`src/rtl/vec_mem_pkg.sv`:
```
// Shared types and sizing for the vector <-> memory serializer.
// The top and the packer import this package so they agree on the lane geometry
// and on the FSM state encoding.
package vec_mem_pkg;

  // Default geometry: eight 32-bit memory words make up one 256-bit vector register.
  localparam int VEC_N      = 256;
  localparam int W          = 32;
  localparam int LANES      = VEC_N / W;
  localparam int LANE_IDX_W = $clog2(LANES);

  // Sequencer states. A load runs LOAD -> LOAD_DRAIN -> WRITEBACK.
  // A store runs STORE -> DONE.
  typedef enum logic [2:0] {
    IDLE,
    LOAD,
    LOAD_DRAIN,
    WRITEBACK,
    STORE,
    DONE
  } vmem_state_t;

endpackage

```
`src/rtl/vec_word_packer.sv`:
```
// Packs memory words into a full vector register image, one lane at a time.
// Lane i occupies bits [WORD_W*i +: WORD_W]. A clear wipes the whole buffer so that
// a new load can never expose lanes left over from an earlier or aborted one.
module vec_word_packer
  import vec_mem_pkg::*;
#(
  parameter int WORD_W    = W,
  parameter int NUM_LANES = LANES,
  parameter int IDX_W     = LANE_IDX_W
) (
  input  logic                        clk,
  input  logic                        rst,
  input  logic                        clear,
  input  logic                        capture,
  input  logic [IDX_W-1:0]            lane_idx,
  input  logic [WORD_W-1:0]           word_in,
  output logic [WORD_W*NUM_LANES-1:0] vec
);

  // Lane buffer: clear has priority over capture; capture writes only the selected lane.
  always_ff @(posedge clk or posedge rst) begin
    if (rst) begin
      vec <= '0;
    end else if (clear) begin
      vec <= '0;
    end else if (capture) begin
      vec[WORD_W*int'(lane_idx) +: WORD_W] <= word_in;
    end
  end

endmodule

```
`src/rtl/vector_mem_serializer.sv`:
```
// Bridges the 32-bit data memory and the 256-bit vector register file.
// A vector load issues one read per lane, packs the returned words and then writes the
// vector register in a single VWE3 pulse. A vector store latches the whole register
// and emits one memory write per lane. busy is high for the whole operation so the
// pipeline can stall behind it.
module vector_mem_serializer #(
  parameter int N      = 256,
  parameter int W      = 32,
  parameter int ADDR_W = 32
) (
  input  logic              clk,
  input  logic              rst,
  input  logic              start_load,
  input  logic              start_store,
  input  logic [ADDR_W-1:0] base_addr,
  input  logic [4:0]        vreg_addr,
  input  logic [N-1:0]      store_data,
  output logic [ADDR_W-1:0] mem_addr,
  output logic              mem_rd_en,
  input  logic [W-1:0]      mem_rdata,
  output logic              mem_we,
  output logic [W-1:0]      mem_wdata,
  output logic [4:0]        VA3,
  output logic [N-1:0]      VWD3,
  output logic              VWE3,
  output logic              busy,
  output logic              done,
  output logic              err
);

  import vec_mem_pkg::*;

  localparam int               NUM_LANES = N / W;
  localparam int               IDX_W     = $clog2(NUM_LANES);
  localparam logic [IDX_W-1:0] LAST_LANE = IDX_W'(NUM_LANES - 1);

  vmem_state_t       state;
  logic [IDX_W-1:0]  lane_cnt;
  logic [IDX_W-1:0]  next_lane;
  logic [IDX_W-1:0]  rd_idx;
  logic              rd_pending;
  logic [ADDR_W-1:0] base_q;
  logic [ADDR_W-1:0] aligned_base;
  logic [ADDR_W-1:0] next_addr;
  logic [4:0]        vreg_q;
  logic [N-1:0]      store_q;
  logic [W-1:0]      next_store_word;
  logic [N-1:0]      packed_vec;
  logic [N-1:0]      merged_vec;
  logic              pack_clear;

  // Memory accesses are always word aligned, so the two low address bits are dropped.
  assign aligned_base = base_addr & ~ADDR_W'(3);

  // The lane counter is only IDX_W bits wide, so it wraps back to zero on the last lane.
  assign next_lane = lane_cnt + 1'b1;

  // Byte address of the next lane; the add is modulo 2^ADDR_W so high bases wrap to zero.
  assign next_addr = base_q + {{(ADDR_W-IDX_W-2){1'b0}}, next_lane, 2'b00};

  // Store word for the next lane, taken from the vector latched when the store was accepted.
  assign next_store_word = store_q[W*int'(next_lane) +: W];

  // The pack buffer is wiped whenever a valid load is accepted, so every load starts clean.
  assign pack_clear = (state == IDLE) && start_load && vreg_addr[4];

  // Final vector image: the buffer with the last returned word folded in, so the
  // register write can happen the cycle right after that word arrives.
  always_comb begin
    merged_vec = packed_vec;
    merged_vec[W*int'(rd_idx) +: W] = mem_rdata;
  end

  // Read-return tracking: a read issued this cycle returns data next cycle, so remember
  // that a read is outstanding and which lane it belongs to.
  always_ff @(posedge clk or posedge rst) begin
    if (rst) begin
      rd_pending <= 1'b0;
      rd_idx     <= '0;
    end else begin
      rd_pending <= mem_rd_en;
      rd_idx     <= lane_cnt;
    end
  end

  vec_word_packer #(
    .WORD_W   (W),
    .NUM_LANES(NUM_LANES),
    .IDX_W    (IDX_W)
  ) u_packer (
    .clk     (clk),
    .rst     (rst),
    .clear   (pack_clear),
    .capture (rd_pending),
    .lane_idx(rd_idx),
    .word_in (mem_rdata),
    .vec     (packed_vec)
  );

  // Sequencer with registered outputs: accepts a request in IDLE, walks the lanes and
  // produces the memory strobes, the register writeback and the completion pulses.
  always_ff @(posedge clk or posedge rst) begin
    if (rst) begin
      state     <= IDLE;
      lane_cnt  <= '0;
      base_q    <= '0;
      vreg_q    <= '0;
      store_q   <= '0;
      mem_addr  <= '0;
      mem_rd_en <= 1'b0;
      mem_we    <= 1'b0;
      mem_wdata <= '0;
      VA3       <= '0;
      VWD3      <= '0;
      VWE3      <= 1'b0;
      busy      <= 1'b0;
      done      <= 1'b0;
      err       <= 1'b0;
    end else begin
      done <= 1'b0;
      err  <= 1'b0;
      VWE3 <= 1'b0;
      case (state)
        IDLE: begin
          mem_rd_en <= 1'b0;
          mem_we    <= 1'b0;
          mem_addr  <= '0;
          mem_wdata <= '0;
          busy      <= 1'b0;
          lane_cnt  <= '0;
          if (start_load) begin
            if (vreg_addr[4]) begin
              state     <= LOAD;
              busy      <= 1'b1;
              base_q    <= aligned_base;
              vreg_q    <= vreg_addr;
              mem_rd_en <= 1'b1;
              mem_addr  <= aligned_base;
            end else begin
              err <= 1'b1;
            end
          end else if (start_store) begin
            state     <= STORE;
            busy      <= 1'b1;
            base_q    <= aligned_base;
            store_q   <= store_data;
            mem_we    <= 1'b1;
            mem_addr  <= aligned_base;
            mem_wdata <= store_data[W-1:0];
          end
        end

        LOAD: begin
          lane_cnt <= next_lane;
          if (lane_cnt == LAST_LANE) begin
            state     <= LOAD_DRAIN;
            mem_rd_en <= 1'b0;
            mem_addr  <= '0;
          end else begin
            mem_addr <= next_addr;
          end
        end

        LOAD_DRAIN: begin
          state <= WRITEBACK;
          VWE3  <= 1'b1;
          VA3   <= vreg_q;
          VWD3  <= merged_vec;
          done  <= 1'b1;
        end

        WRITEBACK: begin
          state <= IDLE;
          busy  <= 1'b0;
        end

        STORE: begin
          lane_cnt <= next_lane;
          if (lane_cnt == LAST_LANE) begin
            state     <= DONE;
            mem_we    <= 1'b0;
            mem_addr  <= '0;
            mem_wdata <= '0;
            done      <= 1'b1;
          end else begin
            mem_addr  <= next_addr;
            mem_wdata <= next_store_word;
          end
        end

        DONE: begin
          state <= IDLE;
          busy  <= 1'b0;
        end

        default: begin
          state     <= IDLE;
          busy      <= 1'b0;
          mem_rd_en <= 1'b0;
          mem_we    <= 1'b0;
        end
      endcase
    end
  end

endmodule
```
`config.mk`:
```
export PLATFORM = sky130hd
export DESIGN_NAME = vector_mem_serializer
export DESIGN_NICKNAME = d
export VERILOG_FILES = /design/src/rtl/vec_mem_pkg.sv /design/src/rtl/vec_word_packer.sv /design/src/rtl/vector_mem_serializer.sv
export SDC_FILE = /design/constraint.sdc
export NUM_CORES = 2
export LEC_CHECK = 0
export ABC_AREA = 1
export CAP_MARGIN = 0
export CORE_ASPECT_RATIO = 1.75
export CORE_MARGIN = 2
export CORE_UTILIZATION = 48
export CTS_CLUSTER_DIAMETER = 40
export CTS_CLUSTER_SIZE = 8
export DETAILED_ROUTE_END_ITERATION = 10
export PLACE_DENSITY = 0.77
export RECOVER_POWER = 100
export SLEW_MARGIN = 20
export SYNTH_ARGS = -nofsm -noshare
export SYNTH_HDL_FRONTEND = slang
export SYNTH_SLANG_ARGS = --single-unit
```
`constraint.sdc`:
```
create_clock -name clk -period 27.5 [get_ports clk]
set_clock_uncertainty 0.15 [all_clocks]
set_input_delay 2.75 -clock clk [delete_from_list [all_inputs] [get_ports clk]]
set_output_delay 2.75 -clock clk [all_outputs]
set_load 0.02 [all_outputs]
```
==> flow_metrics.py <==
metrics = {
    "outcome": {
        "status": "finished, violations left",
        "violations": "max-capacitance violations, max-slew violations",
    },
    "critical_path": {
        "slowest_delay_ps": 5040,
        "slowest_stage": "clkbuf_1",
        "worstPathArrival_ps": 15920,
        "path_cells": "dlygate4sd3_1 > inv_1 > nand2_1 > nor2_4 > clkbuf_1 > clkinvlp_2 > clkbuf_1 > nand2_1 > nand2_1",
        "crit_type": "in2reg",
        "endpoint_kind": "flip-flop",
        "start_kind": "input pin",
        "cp_common_cell": "nand2_1",
        "worst-path-max-fanout": 192,
        "required_ps": 27950,
    },
    "place": {
        "dpl.hpwl_um": 89800,
        "placedCellCount": 5988,
        "io_buffers": 655,
        "gp_congestion": 0.925,
    },
    "route": {
        "firstDrtPassIters": 6,
        "drcViolationCount": 0,
        "drtIter0Drc": 3566,
        "ant_nets": 0,
        "finalWirelength_um": 133000,
        "wl_per_cell_um": 21.6,
        "vias_per_cell": 5.58,
        "vias": 34400,
    },
    "timing": {
        "fmax_mhz": 64.6,
        "finalHoldWorstSlack_ps": 284,
        "hold_viol_final": 0,
        "fin_tns_setup_ps": 0,
        "drv_slew": 2628,
        "rsz0062_at_grt": "no",
        "worst_slew_pin_slew_ps": 7320,
        "setup-violations-final": 0,
        "slew_headroom_pct": -388,
        "fin_crit_sh_pct": 56.3,
        "fin_crit_ps": 15480,
    },
    "yosys": {
        "syn_area_per_cell_um2": 8.47,
        "syn_inst": 4551,
        "synth_top_family_by_area": "simple AND/OR/NAND/NOR gates",
        "synth_cell_types": 36,
        "synthAdderAreaFrac_pct": 0.279,
        "synth-simple-area-share_pct": 17.6,
        "ys_seq_area_share_pct": 57.5,
        "synth-compound-area-share_pct": 17.2,
        "syn_area_um2": 38600,
        "synth-seq-cells": 886,
        "synth-xor-area-share_pct": 0.0454,
        "synthMuxAreaShare_pct": 0.321,
        "yosysWarnings": 0,
    },
    "grt": {
        "grt_pass1_vias": 33500,
        "grt_antenna_before_repair": 21,
        "track_usage_pct": 32.3,
        "gr-total-overflow": 0,
        "grt_max_degree": 193,
        "grt_pass1_wl_um": 200000,
    },
    "pwr": {
        "power_density_nw_per_um2": 128,
        "clkPwrFrac_pct": 23.7,
        "p_comb_share_pct": 41.6,
        "irDropWorstVdd_v": 0.0000712,
        "leakage_nw": 23.5,
        "seq_power_share_pct": 34.7,
        "p_sw_w": 0.00261,
        "power.internal_w": 0.00367,
        "swShare_pct": 41.6,
    },
    "cells_and_area": {
        "nets": 5419,
        "synthToLayoutAreaGrowth_pct": 27.5,
        "final_util_pct": 61.7,
        "stdcell_count": 6166,
        "drive_gt1_share_pct": 4.23,
        "fillerInstances": 6730,
    },
    "hold_path": {
        "hold_class": "reg2reg",
    },
    "floorplan": {
        "pin_count": 660,
        "initial_core_util_pct": 48.4,
        "die_h_um": 379,
        "dieArea_um2": 82700,
        "rows": 137,
        "dieWidth_um": 218,
        "core_um2": 79700,
    },
    "clocking": {
        "clock-root-buffer": "clkbuf_16",
        "cts.clk_slew.worst_paths_ps": 50,
        "cts_resized": 0,
        "htree_num_levels": 4,
        "clock_latency_ps": 740,
        "cts_made_buffers": 133,
        "cts_max_path_buffers": 3,
        "cts_tree": "done",
        "cts_hold_buf": 0,
        "cts_setup_buffers": 0,
        "clock_sinks": 886,
    },
    "flow_run": {
        "maxCapViolCount": 34,
    },
}
[per-stage QoR]
stage	power (W)	instance area, µm²	setup slack (ps)
after floorplan	0.00376	38600	12420
after global placement	0.00474	45600	20390
after detailed placement	0.00482	45600	20410
after CTS	0.00635	49300	21200
after global routing	0.00667	49200	10620
final	0.00627	49200	12020
[cells in the final DEF, fill, tap and decap left out, drive strengths merged, types with 6 or more instances in the layout]
master / n
clkbuf: 173
clkinvlp: 6
buf: 16
dlygate4sd3: 331
o21ai: 776
clkinv: 12
ha: 7
o211ai: 63
nor2: 162
diode: 12
inv: 374
a21oi: 214
a31oi: 21
o22ai: 77
nand2: 1427
nand3: 148
clkdlybuf4s50: 324
mux2: 11
a22o: 64
dfrtp: 886
[per-layer routing]
layer	share of wire [%]	vias to the layer above	track usage, %
met5	0.086	-	0
li1	-	15900	-
met1	36	16500	38.0
met3	10	331	10.4
met4	6.4	18	20.1
met2	47	1660	51.3
[flip-flops by register name, indices dropped and copies added, names as in the netlist, 3 cells and up]
register	count
VA3	5
lane_cnt	3
u_packer.vec	256
rd_idx	3
base_q	30
mem_addr	30
vreg_q	5
mem_wdata	32
store_q	256
state	3
VWD3	256
[cells in the mapped netlist, drive strengths merged]
cell / instances / share of area, %
nand3: 148 / 1.9
o211ai: 63 / 1.2
conb: 1 / 0.0097
o31ai: 1 / 0.019
xor2: 1 / 0.023
dfrtp: 886 / 57
xnor2: 1 / 0.023
or2: 2 / 0.032
and3: 1 / 0.016
fa: 1 / 0.052
a21oi: 214 / 2.8
nor2: 162 / 1.6
nand2: 1427 / 14
o22ai: 77 / 1.2
mux2: 11 / 0.32
buf: 140 / 1.8
inv: 373 / 3.6
clkbuf: 163 / 1.6
nor3: 4 / 0.052
o21ai: 776 / 10
nand3b: 1 / 0.019
o21bai: 2 / 0.039
a211oi: 1 / 0.019
ha: 7 / 0.23
a22o: 64 / 1.5
a31oi: 21 / 0.34
nand4: 3 / 0.065
[logic make-up (layout without fill, tap and decap cells)]
family	after synthesis	after routing
simple gates	1748	1748
compound gates	1219	1219
flops	886	886
buf+inv	676	1236
mux	11	11
fa+ha+maj	8	8
xor+xnor	2	2
other cells	1	14
[power groups by stage]
stage | logic, W | clock network [W] | registers, W
6_report | 0.00261 | 0.00149 | 0.00218
5_1_grt | 0.00288 | 0.00156 | 0.00223
4_1_cts | 0.00266 | 0.00151 | 0.00218
3_5_place_dp | 0.00264 | 0 | 0.00219
3_3_place_gp | 0.00257 | 0 | 0.00217
2_1_floorplan | 0.00140 | 0 | 0.00237
[path summary, 6_finish.rpt]
| path | start | end | slack (ps) | cells past startpoint |
|---|---|---|---|---|
| max | start_load | store_q[241] | 12020 | 9 |
| min | lane_cnt[2] | rd_idx[2] | 280 | 0 |
| max reg2reg | state[0] | store_q[241] | 12950 | 10 |
| min reg2reg | lane_cnt[2] | rd_idx[2] | 280 | 0 |
| max in group asynchronous | rst | u_packer.vec[144] | 12830 | 6 |
| min in group asynchronous | rst | VWD3[44] | 2500 | 2 |
[layout make-up]
type | count | area, µm² | area share (%)
clock inverters | 19 | 255 | 0.519
inverters | 373 | 1410 | 2.86
repair buffers | 698 | 6790 | 13.8
well taps | 1042 | 1300 | 2.65
multi-input cells | 2990 | 13700 | 27.9
clock buffers | 146 | 3490 | 7.10
diodes | 12 | 30.0 | 0.0611
flip-flops and latches | 886 | 22200 | 45.1
[critical path: cells and delay by family]
kind	cells	cell delay, ps
and+or+nand+nor	4	900
buffers and inverters	5	12110
Note: power is estimated with default switching activity, not from simulation.
